$ cat src/rtl/k_and_s_pkg.sv
// Shared K&S processor types: the decoded opcode set passed from fetch/decode to control_unit.
package k_and_s_pkg;

    typedef enum logic [3:0] {
        I_NOP,
        I_LOAD,
        I_STORE,
        I_MOVE,
        I_ADD,
        I_SUB,
        I_AND,
        I_OR,
        I_BRANCH,
        I_BZERO,
        I_BNZERO,
        I_BNEG,
        I_BNNEG,
        I_BOV,
        I_BNOV,
        I_HALT
    } decoded_instruction_type;

endpackage

$ cat src/rtl/fetch_decode_unit.sv
// K&S datapath front end: PC, IR and flags registers, RAM address mux and IR decode.
// Optional FETCH_ILLEGAL_TRAP_EN: undefined opcodes decode to I_HALT and set a sticky illegal_op.
module fetch_decode_unit
    import k_and_s_pkg::*;
#(
    parameter int unsigned ADDR_W = 5,
    parameter int unsigned DATA_W = 16
) (
    input  logic                    clk,
    input  logic                    rst_n,
    input  logic                    pc_enable,
    input  logic                    ir_enable,
    input  logic                    branch,
    input  logic                    addr_sel,
    input  logic                    flags_reg_enable,
    input  logic [DATA_W-1:0]       ram_rdata,
    input  logic                    alu_zero,
    input  logic                    alu_neg,
    input  logic                    alu_uovf,
    input  logic                    alu_sovf,
    output logic [ADDR_W-1:0]       ram_addr,
    output logic [ADDR_W-1:0]       pc_out,
    output decoded_instruction_type decoded_instruction,
    output logic [1:0]              a_addr,
    output logic [1:0]              b_addr,
    output logic [1:0]              c_addr,
    output logic                    zero_op,
    output logic                    neg_op,
    output logic                    unsigned_overflow,
    output logic                    signed_overflow
`ifdef FETCH_ILLEGAL_TRAP_EN
    ,
    output logic                    illegal_op
`endif
);

    logic [ADDR_W-1:0] pc_q, pc_d;
    logic [DATA_W-1:0] ir_q, ir_d;
    logic [3:0]        flags_q, flags_d;
    logic              unused_ir7;

`ifdef FETCH_ILLEGAL_TRAP_EN
    logic opcode_legal;
    logic illegal_q, illegal_d;
`endif

    // Branch target uses the IR held before this edge, even if ir_enable loads a new word.
    always_comb begin
        pc_d    = pc_q;
        ir_d    = ir_q;
        flags_d = flags_q;
        if (pc_enable) begin
            pc_d = branch ? ir_q[ADDR_W-1:0] : pc_q + ADDR_W'(1);
        end
        if (ir_enable) begin
            ir_d = ram_rdata;
        end
        if (flags_reg_enable) begin
            flags_d = {alu_zero, alu_neg, alu_uovf, alu_sovf};
        end
    end

    always_ff @(posedge clk or negedge rst_n) begin
        if (!rst_n) begin
            pc_q    <= '0;
            ir_q    <= '0;
            flags_q <= '0;
        end else begin
            pc_q    <= pc_d;
            ir_q    <= ir_d;
            flags_q <= flags_d;
        end
    end

    always_comb begin
        decoded_instruction = I_NOP;
        a_addr              = 2'd0;
        b_addr              = 2'd0;
        c_addr              = 2'd0;
`ifdef FETCH_ILLEGAL_TRAP_EN
        opcode_legal        = 1'b1;
`endif
        case (ir_q[15:8])
            8'h00: decoded_instruction = I_NOP;
            8'h01: decoded_instruction = I_BRANCH;
            8'h02: decoded_instruction = I_BZERO;
            8'h03: decoded_instruction = I_BNEG;
            8'h05: decoded_instruction = I_BOV;
            8'h0A: decoded_instruction = I_BNZERO;
            8'h0B: decoded_instruction = I_BNNEG;
            8'h0D: decoded_instruction = I_BNOV;
            8'h81: begin
                decoded_instruction = I_LOAD;
                c_addr              = ir_q[6:5];
            end
            8'h82: begin
                decoded_instruction = I_STORE;
                a_addr              = ir_q[6:5];
            end
            8'h91: begin
                decoded_instruction = I_MOVE;
                c_addr              = ir_q[3:2];
                a_addr              = ir_q[1:0];
                b_addr              = ir_q[1:0];
            end
            8'hA1, 8'hA2, 8'hA3, 8'hA4: begin
                unique case (ir_q[9:8])
                    2'b01:   decoded_instruction = I_ADD;
                    2'b10:   decoded_instruction = I_SUB;
                    2'b11:   decoded_instruction = I_AND;
                    default: decoded_instruction = I_OR;
                endcase
                c_addr = ir_q[5:4];
                a_addr = ir_q[3:2];
                b_addr = ir_q[1:0];
            end
            8'hFF: decoded_instruction = I_HALT;
            default: begin
`ifdef FETCH_ILLEGAL_TRAP_EN
                decoded_instruction = I_HALT;
                opcode_legal        = 1'b0;
`else
                decoded_instruction = I_NOP;
`endif
            end
        endcase
    end

`ifdef FETCH_ILLEGAL_TRAP_EN
    assign illegal_d = illegal_q | ~opcode_legal;

    always_ff @(posedge clk or negedge rst_n) begin
        if (!rst_n) begin
            illegal_q <= 1'b0;
        end else begin
            illegal_q <= illegal_d;
        end
    end

    assign illegal_op = illegal_q;
`endif

    assign unused_ir7        = ir_q[7];
    assign ram_addr          = addr_sel ? ir_q[ADDR_W-1:0] : pc_q;
    assign pc_out            = pc_q;
    assign zero_op           = flags_q[3];
    assign neg_op            = flags_q[2];
    assign unsigned_overflow = flags_q[1];
    assign signed_overflow   = flags_q[0];

endmodule

$ cat config.mk
export PLATFORM = sky130hd
export DESIGN_NAME = fetch_decode_unit
export DESIGN_NICKNAME = d
export VERILOG_FILES = /design/src/rtl/k_and_s_pkg.sv /design/src/rtl/fetch_decode_unit.sv
export SDC_FILE = /design/constraint.sdc
export NUM_CORES = 1
export LEC_CHECK = 0
export ABC_AREA = 1
export ABC_CLOCK_PERIOD_IN_PS = 3500
export CAP_MARGIN = 10
export CORE_MARGIN = 5
export CORE_UTILIZATION = 49
export CTS_BUF_LIST = sky130_fd_sc_hd__clkbuf_16
export DETAILED_ROUTE_END_ITERATION = 7
export GPL_ROUTABILITY_DRIVEN = 0
export PLACE_DENSITY = 0.93
export SYNTH_ARGS = -nofsm -noshare
export SYNTH_HDL_FRONTEND = slang
export SYNTH_SLANG_ARGS = --single-unit
$ cat constraint.sdc
create_clock -name clk -period 3.5 [get_ports clk]
set_clock_uncertainty 0.2 [all_clocks]
set_input_delay 1.05 -clock clk [delete_from_list [all_inputs] [get_ports clk]]
set_output_delay 1.05 -clock clk [all_outputs]
set_load 0.02 [all_outputs]
==> metrics.txt <==
# TYPE chip_impl_metric gauge
chip_impl_metric{name="netlist.area_leader.share",unit=""} 0.393
chip_impl_metric{name="grt_overflow",unit=""} 0
chip_impl_info{name="final_cell_mix",value="47 x nand2_1, 39 x clkdlybuf4s50_1, 24 x nand3_1, 24 x dfrtp_1, 22 x o21ai_0"} 1
chip_impl_metric{name="critical_path.max_stage_delay",unit="ns"} 0.60
chip_impl_metric{name="max-clock-path-buffers",unit=""} 2
chip_impl_metric{name="max-vdd-ir-drop",unit="µV"} 262
chip_impl_metric{name="slew-limit-headroom",unit=""} 0.684
chip_impl_metric{name="timing.final.max_slew_violations",unit=""} 0
chip_impl_metric{name="cts-buffers-inserted",unit=""} 3
chip_impl_metric{name="fin_tns_setup",unit="ns"} 0
chip_impl_info{name="status",value="complete, no violations"} 1
chip_impl_metric{name="combPwrFrac",unit=""} 0.264
chip_impl_info{name="cp-startpoint",value="ir_q[9]"} 1
chip_impl_metric{name="placement.cell_area",unit="mm²"} 0.00207
chip_impl_metric{name="holdBufCountCts",unit=""} 0
chip_impl_info{name="timing.hold.worst.start",value="flags_q[0]"} 1
chip_impl_metric{name="floorplan.die.height",unit="µm"} 65.8
chip_impl_metric{name="multiInputGateArea",unit="µm²"} 820
chip_impl_metric{name="seqPwrFrac",unit=""} 0.378
chip_impl_metric{name="numClockSinks",unit=""} 24
chip_impl_metric{name="avgRoutedWirePerCell",unit="µm"} 13.3
chip_impl_metric{name="setup_violations",unit=""} 0
chip_impl_info{name="critical_path.endpoint_type",value="output port"} 1
chip_impl_metric{name="maxCapViolations",unit=""} 0
chip_impl_info{name="clock_tree_from_tritoncts",value="yes"} 1
chip_impl_metric{name="p_int",unit="W"} 0.000644
chip_impl_info{name="critical_path.reg2reg.startpoint",value="pc_out[0]"} 1
chip_impl_metric{name="cts_htree_levels",unit=""} 1
chip_impl_metric{name="critical_path_required",unit="ns"} 2.25
chip_impl_info{name="clockRootBuffer",value="clkbuf_16"} 1
chip_impl_metric{name="grt_first_pass_wirelength",unit="mm"} 6.53
chip_impl_metric{name="post-dp-hpwl",unit="mm"} 3.04
chip_impl_metric{name="firstDrtPassIters",unit=""} 4
chip_impl_info{name="crit_top_cell",value="inv_1"} 1
chip_impl_metric{name="die_w",unit="µm"} 65.8
chip_impl_metric{name="hold_violations",unit=""} 0
chip_impl_metric{name="share_of_cells_above_drive_strength_1",unit=""} 0.136
chip_impl_metric{name="timing.final.crit_share",unit=""} 0.955
chip_impl_info{name="path_class",value="reg2out"} 1
chip_impl_metric{name="synth.yosys.warnings",unit=""} 0
chip_impl_metric{name="share_clk_of_total_power",unit=""} 0.358
chip_impl_metric{name="placeableCoreArea",unit="mm²"} 0.00303
chip_impl_metric{name="initial_utilization",unit=""} 0.504
chip_impl_metric{name="netlist_instances",unit=""} 199
chip_impl_metric{name="first_iter_violations",unit=""} 109
chip_impl_metric{name="detailed_route_wl",unit="mm"} 3.91
chip_impl_metric{name="max_clock_freq",unit="MHz"} 299
chip_impl_metric{name="power-per-cell-area",unit="mW/mm²"} 412
chip_impl_metric{name="io_buffer_count",unit=""} 49
chip_impl_metric{name="rows",unit=""} 20
chip_impl_metric{name="grtUsageTotal",unit=""} 0.192
chip_impl_metric{name="layout.core_utilization",unit=""} 0.721
chip_impl_metric{name="fp.dieArea",unit="mm²"} 0.00433
chip_impl_metric{name="remaining_drc_errors",unit=""} 0
chip_impl_metric{name="yosysSeqAreaShare",unit=""} 0.393
chip_impl_metric{name="reg2reg_slack",unit="ns"} 2.09
chip_impl_metric{name="worst_pin_slew",unit="ns"} 0.472
chip_impl_metric{name="post_syn_nets",unit=""} 232
chip_impl_metric{name="p_leak",unit="nW"} 1.13
chip_impl_metric{name="postLayoutCellArea",unit="mm²"} 0.00218
chip_impl_metric{name="final.fill_count",unit=""} 211
chip_impl_metric{name="path_max_fanout",unit=""} 4
chip_impl_metric{name="dp_worst_setup_slack",unit="ns"} -0.251
chip_impl_info{name="timing.critical_path.slowest_stage_cell",value="clkdlybuf4s50_1"} 1
chip_impl_info{name="timing.critical_path.from_type",value="flip-flop"} 1
chip_impl_metric{name="vias",unit=""} 1543
chip_impl_metric{name="num-nets-final",unit=""} 284
chip_impl_metric{name="postLayoutSetupSlackWorst",unit="ns"} 0.157
chip_impl_metric{name="pin_count_of_the_biggest_net_entering_global_routing",unit=""} 25
chip_impl_metric{name="p_sw",unit="W"} 0.000257
chip_impl_metric{name="holdWs",unit="ns"} 0.309
chip_impl_metric{name="mappedNetlistArea",unit="mm²"} 0.00153
chip_impl_metric{name="antenna_found_initial",unit=""} 0
chip_impl_info{name="rsz0062_at_grt",value="no"} 1
chip_impl_info{name="hold_path.class",value="reg2reg"} 1
chip_impl_info{name="layout_commonest_cell",value="nand2_1"} 1
chip_impl_metric{name="crit_arrival",unit="ns"} 2.09
chip_impl_metric{name="antenna-diode-count",unit=""} 0
chip_impl_metric{name="clkLatencyLatePin",unit="ns"} 0.26
chip_impl_metric{name="syn_area_per_cell",unit="µm²"} 7.67
chip_impl_metric{name="yosys_register_bits",unit=""} 24
chip_impl_metric{name="io_pins",unit=""} 51
chip_impl_metric{name="post-route-min-period",unit="ns"} 3.34
chip_impl_metric{name="syn_to_final_growth",unit="%"} 43.1
chip_impl_metric{name="ys_types",unit=""} 27
chip_impl_metric{name="via_per_inst",unit=""} 5.25
chip_impl_info{name="synth_top_cells_by_area",value="dfrtp_1 39%, nand2_1 12%, nand3_1 7.9%"} 1
chip_impl_metric{name="drtAntennaViolNets",unit=""} 0
chip_impl_info{name="timing.critical_path.cells",value="inv_1, ha_2, inv_1, nor3_2, nand2_1, nand4_1, clkdlybuf4s50_1"} 1
chip_impl_metric{name="cts.reportedPaths.clkPinSlew",unit="ns"} 0.06
chip_impl_metric{name="register_area",unit="µm²"} 601
chip_impl_info{name="synthDominantAreaCellType",value="dfrtp_1"} 1
chip_impl_metric{name="switching_part_of_the_total_power",unit=""} 0.285
chip_impl_metric{name="vias_in_the_first_global_route",unit=""} 1534
-- worst max-delay path: cells and delay by family, from the launching register on --
kind / cells / cell delay [ns]
adders and majority gates: 1 / 0.25
and+or+nand+nor: 3 / 0.36
buffers and inverters: 3 / 0.84
DFF: 1 / 0.40
-- kinds of logic (layout without fill, tap and decap cells) --
logic type | count (synthesis) | after routing | share of synthesized area
AO/OA/AOI/OAI | 33 | 33 | 0.112
flip-flops | 24 | 24 | 0.393
adder cells (fa/ha/maj) | 6 | 6 | 0.0492
AND/OR/NAND/NOR | 100 | 100 | 0.321
buffers and inverters | 29 | 80 | 0.0746
multiplexers | 6 | 6 | 0.0443
XOR/XNOR | 1 | 1 | 0.00574
-- final cells by class --
| class | count | share of cell area |
|---|---|---|
| repair buffers | 51 | 0.233 |
| flip-flops and latches | 24 | 0.275 |
| inverters | 25 | 0.0441 |
| multi-input cells | 146 | 0.375 |
| clock inverters | 1 | 0.0137 |
| clock buffers | 3 | 0.0344 |
| well taps | 44 | 0.0252 |
-- final timing paths --
kind | cells after the start | endpoint
setup / recovery | 7 | decoded_instruction[2]
hold / removal | 1 | flags_q[0]
setup reg to reg | 6 | pc_out[4]
hold reg to reg | 1 | flags_q[0]
max in group asynchronous | 2 | ir_q[6]
min in group asynchronous | 2 | ir_q[5]
-- sequential cells by signal, indices dropped and copies added, names as in the netlist --
register	flops
flags_q	4
ir_q	15
pc_out	5
-- layer usage --
layer	vias up	wire length (µm)	track usage
met2	72	1960	0.334
met3	8	275	0.0272
li1	753	-	-
met4	0	122	0.117
met1	710	1550	0.221
met5	-	0	0
-- Yosys cell counts --
cell type / n
nand2_1: 47
dfrtp_1: 24
nand3_1: 24
o21ai_0: 22
inv_1: 20
nor2_1: 12
a21oi_1: 8
ha_1: 6
mux2_2: 6
inv_2: 4
nand2_2: 3
nor2_2: 3
buf_2: 2
clkbuf_1: 2
nand2_4: 2
nor2_4: 2
o22ai_1: 2
inv_4: 1
nand3_4: 1
nand3b_1: 1
nand4_1: 1
nor2b_1: 1
nor3_1: 1
nor3_4: 1
o21ai_2: 1
or2_2: 1
xor2_1: 1
-- power by group through the flow --
| stage | combinational, W | clock [W] | sequential, W |
|---|---|---|---|
| floorplan | 0.000114 | 0 | 0.000354 |
| global placement | 0.000232 | 0 | 0.000343 |
| detailed placement | 0.000237 | 0 | 0.000344 |
| CTS | 0.000239 | 0.000325 | 0.000340 |
| global route | 0.000262 | 0.000338 | 0.000346 |
| finish | 0.000238 | 0.000322 | 0.000341 |
-- repair_timing --
item,CTS,global route
endpoints found under the setup margin,9,10
setup buffers,0,0
resized for setup,5,9
-- per-stage QoR --
| stage | cells | power (W) |
|---|---|---|
| floorplan | 199 | 0.000469 |
| global placement | 290 | 0.000574 |
| detailed placement | 290 | 0.000581 |
| CTS | 294 | 0.000903 |
| global route | 294 | 0.000947 |
| finish | 294 | 0.000901 |
Power figures use the tool's default switching activity.
